<file path="src/rtl/slatchp_vec.sv">
`default_nettype none
// ============================================================================
// Module      : slatchp_vec
// Description : Byte-lane enabled, edge-loaded vector latch emulation with
//               synchronous preset and optional shadow/commit double buffer.
// Revision    : 1.0 - initial release
// ============================================================================
module slatchp_vec #(
    parameter int               WIDTH   = 16,
    parameter logic [WIDTH-1:0] SET_VAL = {WIDTH{1'b1}},
    parameter int               DBUF    = 0
) (
    input  logic               sys_clk,
    input  logic               reset,
    input  logic               cp,
    input  logic [WIDTH-1:0]   d,
    input  logic [WIDTH/8-1:0] en,
    input  logic               setl,
    input  logic               commit,
    output logic [WIDTH-1:0]   q,
    output logic [WIDTH-1:0]   qn,
    output logic               upd,
    output logic               pend
);

    localparam int c_LANES = WIDTH / 8;

    logic             r_cp_d;
    logic [WIDTH-1:0] r_q;
    logic [WIDTH-1:0] r_shadow;
    logic             r_pend;
    logic             r_upd;

    logic             w_edge;
    logic [WIDTH-1:0] w_merge_q;
    logic [WIDTH-1:0] w_merge_sh;
    logic [WIDTH-1:0] w_q_nxt;
    logic [WIDTH-1:0] w_sh_nxt;
    logic             w_pend_nxt;

    // r_cp_d resets high so a cp held high across reset release is not an edge
    assign w_edge = cp & ~r_cp_d;

    always_comb begin
        w_merge_q  = r_q;
        w_merge_sh = r_shadow;
        for (int i = 0; i < c_LANES; i++) begin
            if (en[i]) begin
                w_merge_q[8*i +: 8]  = d[8*i +: 8];
                w_merge_sh[8*i +: 8] = d[8*i +: 8];
            end
        end
    end

    always_comb begin
        w_q_nxt    = r_q;
        w_sh_nxt   = r_shadow;
        w_pend_nxt = r_pend;
        if (!setl) begin
            w_q_nxt    = SET_VAL;
            w_sh_nxt   = SET_VAL;
            w_pend_nxt = 1'b0;
        end else if (DBUF == 0) begin
            if (w_edge) begin
                w_q_nxt = w_merge_q;
            end
        end else if (w_edge && commit) begin
            // write-through: the freshly merged shadow goes straight to q
            w_q_nxt    = w_merge_sh;
            w_sh_nxt   = w_merge_sh;
            w_pend_nxt = 1'b0;
        end else if (w_edge) begin
            w_sh_nxt = w_merge_sh;
            if (|en) begin
                w_pend_nxt = 1'b1;
            end
        end else if (commit) begin
            w_q_nxt    = r_shadow;
            w_pend_nxt = 1'b0;
        end
    end

    always_ff @(posedge sys_clk) begin
        if (reset) begin
            r_cp_d   <= 1'b1;
            r_q      <= '0;
            r_shadow <= '0;
            r_pend   <= 1'b0;
            r_upd    <= 1'b0;
        end else begin
            r_cp_d   <= cp;
            r_q      <= w_q_nxt;
            r_shadow <= w_sh_nxt;
            r_pend   <= w_pend_nxt;
            r_upd    <= (w_q_nxt != r_q);
        end
    end

    generate
        if (DBUF != 0) begin : g_pend_buf
            assign pend = r_pend;
        end else begin : g_pend_tied
            assign pend = 1'b0;
        end
    endgenerate

    assign q   = r_q;
    assign qn  = ~r_q;
    assign upd = r_upd;

endmodule
`default_nettype wire

</file>
<file path="config.mk">
export PLATFORM = sky130hd
export DESIGN_NAME = slatchp_vec
export DESIGN_NICKNAME = d
export VERILOG_FILES = /design/src/rtl/slatchp_vec.sv
export SDC_FILE = /design/constraint.sdc
export NUM_CORES = 1
export LEC_CHECK = 0
export BUFFER_PORTS_ARGS = -buffer_cell sky130_fd_sc_hd__buf_2
export CELL_PAD_IN_SITES_DETAIL_PLACEMENT = 1
export CELL_PAD_IN_SITES_GLOBAL_PLACEMENT = 2
export CORE_UTILIZATION = 23
export CTS_CLUSTER_DIAMETER = 80
export DETAILED_ROUTE_END_ITERATION = 16
export HOLD_SLACK_MARGIN = 0.12
export PLACE_DENSITY = 0.79
export SETUP_SLACK_MARGIN = 0.4
export SLEW_MARGIN = 30
export SYNTH_ARGS = -nofsm -noshare
export SYNTH_HDL_FRONTEND = slang
export SYNTH_SLANG_ARGS = --single-unit
</file>
<file path="constraint.sdc">
create_clock -name sys_clk -period 3 [get_ports sys_clk]
set_input_delay 0 -clock sys_clk [delete_from_list [all_inputs] [get_ports sys_clk]]
set_output_delay 0 -clock sys_clk [all_outputs]
set_load 0.02 [all_outputs]
</file>
==> results.json <==
{
  "max_slew.worst_pin.slew_ns": 0.5283,
  "cp_slowest_cell": "dlygate4sd3_1",
  "vdd_drop_max_mv": 0.3185,
  "critical_path.top_delay_family": "compound AO/OA/AOI/OAI gates",
  "vias": 1184,
  "drive_gt1_share_pct": 31.94,
  "met2_usage_pct": 27.04,
  "core_um2": 3799,
  "rsz0062_at_grt": "false",
  "p_sw_mw": 0.2084,
  "slew_headroom_pct": 63.87,
  "grt_util_met3_pct": 3.621,
  "cp-start-kind": "input pin",
  "layout.cells.most_common": "buf_2",
  "use_met1_pct": 19.84,
  "drtIter0Drc": 68,
  "swShare_pct": 31.88,
  "grt_pass1_wl_um": 5347,
  "hold_class": "in2reg",
  "p_leak_nw": 0.6791,
  "busiest_layer": "met2",
  "mostFrequentLayoutCells": "buf_2, nand2_1, dfxtp_1, dlygate4sd3_1, inv_1",
  "gp_congestion": 0.8044,
  "hold_viol_final": 0,
  "synth_ff_type": "dfxtp_1",
  "grt_pass1_vias": 1139,
  "ant_nets": 0,
  "ctsLongestPathBuffers": 2,
  "numCtsBuffers": 3,
  "wl_um": 3461,
  "yosys_warnings": 0,
  "wire_per_inst_um": 14.48,
  "cts-htree-levels": 1,
  "post-route-min-period_ns": 1.765,
  "grt_util_all_layers_pct": 15.88,
  "dieArea_um2": 4390,
  "min_period_over_period_pct": 58.83,
  "synth_nets": 148,
  "setup_ws_ns": 1.235,
  "fin_tns_setup_ns": 0,
  "crit_buf_inv": 2,
  "fmax_mhz": 566.6,
  "syn_to_final_growth_pct": 52.17,
  "grt_start_max_net_pins": 28,
  "seq_power_share_pct": 41.9,
  "p_per_area_nw_per_um2": 452.3,
  "setup_viol": 0,
  "grt_overflow_total": 0,
  "fp-row-count": 22,
  "cp.depth": 7,
  "via_per_inst": 4.954,
  "cts_tree": "done",
  "pin_count": 57,
  "status": "finished clean",
  "cpPeakStageDelay_ns": 0.53,
  "r2r_setup_slack_ns": 1.28,
  "cp_cell_sequence": "dlygate4sd3_1 -> buf_2 -> and3b_1 -> nand2_1 -> a21oi_1 -> a2111oi_0 -> a41oi_1",
  "cp.required_ns": 3.11,
  "firstDrtPassIters": 5,
  "port_buffers": 54,
  "place_ws_ns": 1.252,
  "syn-cell-area_um2": 949.7,
  "combPwrFrac_pct": 27.6,
  "async_flop_share_pct": 0,
  "synth_edf_count": 0,
  "diodes": 0,
  "cts_setup_buffers": 0,
  "reg2reg_depth": 5,
  "fin_util_pct": 38.04,
  "yosys_register_bits": 18,
  "critical_path_class": "in2reg",
  "yosysUniqueCellTypes": 32,
  "clk_pin_slew_ns": 0.07,
  "min_path_cells": 3,
  "crit_path_end_kind": "flop",
  "critPathMaxFanout": 9,
  "drv_cap": 0,
  "dieHeight_um": 66.26,
  "crit_arrival_ns": 1.88,
  "netlist_instances": 125,
  "avgSynthCellArea_um2": 7.597,
  "maxSlewViolCount": 0,
  "clk_latency_ns": 0.25,
  "clock-sinks": 18,
  "fin_skew_ns": 0.007132,
  "clockRootBuffer": "clkbuf_8",
  "drc_errors": 0,
  "ys_seq_area_share_pct": 37.94,
  "post-dp-hpwl_um": 2495,
  "clockPowerShare_pct": 30.5,
  "nets": 215,
  "intPower_mw": 0.4453,
  "antenna_found_initial": 0,
  "fp.dieW_um": 66.26,
  "start_util_pct": 25.00
}
worst paths after layout:
path | from | end
setup / recovery | cp | upd$_SDFF_PP0_
setup reg to reg | r_cp_d$_SDFF_PP1_ | upd$_SDFF_PP0_
hold / removal | d[10] | q[10]$_SDFF_PP0_
hold reg to reg | q[9]$_SDFF_PP0_ | q[9]$_SDFF_PP0_
per-stage QoR:
stage / total power, mW / hold WS [ns] / area (um^2) / instances
3_5_place_dp: 0.4434 / 0.2801 / 1230 / 219
5_1_grt: 0.6893 / 0.1458 / 1445 / 239
3_3_place_gp: 0.4398 / 0.2668 / 1230 / 219
4_1_cts: 0.6622 / 0.1234 / 1445 / 239
6_report: 0.6536 / 0.1326 / 1445 / 239
2_1_floorplan: 0.3795 / 0.1066 / 949.7 / 125
cell families after synthesis:
kind of cell           after synthesis  share of synthesized area, %
other                                1                        0.3949
buffers and inverters               24                         11.59
AND/OR/NAND/NOR                     36                         18.18
flip-flops                          18                         37.95
AO/OA/AOI/OAI                       46                         31.88
area by class of cell:
cell class / instances / area, um^2
Timing Repair Buffer: 70 / 430.4
Inverter: 16 / 60.06
Fill cell: 477 / 2354
Multi-Input combinational cell: 83 / 479.2
Tap cell: 48 / 60.06
Sequential cell: 18 / 360.3
Clock buffer: 4 / 55.05
cell usage after synthesis (2+ instances only):
cell | count | area share (%)
a31oi_1 | 10 | 6.6
and3b_1 | 2 | 1.8
o22ai_1 | 10 | 6.6
inv_1 | 15 | 5.9
nand2_1 | 26 | 10
a21oi_1 | 11 | 5.8
a21boi_0 | 4 | 3.2
dfxtp_1 | 18 | 38
a21boi_1 | 2 | 1.6
buf_4 | 3 | 2.4
clkbuf_1 | 3 | 1.2
power groups by stage:
| stage | clock network [mW] | registers, mW | logic, mW |
|---|---|---|---|
| 2_1_floorplan | 0 | 0.297 | 0.0826 |
| 5_1_grt | 0.218 | 0.277 | 0.194 |
| 4_1_cts | 0.208 | 0.274 | 0.180 |
| 3_5_place_dp | 0 | 0.280 | 0.164 |
| 3_3_place_gp | 0 | 0.279 | 0.161 |
| 6_report | 0.200 | 0.274 | 0.180 |
timing repair:
item,CTS,global route
hold endpoints to repair,16,0
resized for setup,0,0
hold buffers,16,0
tightest hold or removal path: stages:
cell and delay (ns):
buf_2 0.11, nand4b_1 0.12, a31oi_1 0.09
per-layer routing:
layer / vias up / wire (um)
li1: 578 / -
met1: 568 / 1536
met2: 32 / 1717
met3: 6 / 143
met4: 0 / 63
met5: - / 0
sequential cells by signal, summed over array words and instances, names as in the netlist:
signal  flops
upd         1
q          16
r_cp_d      1
(Power assumes the default switching activity.)
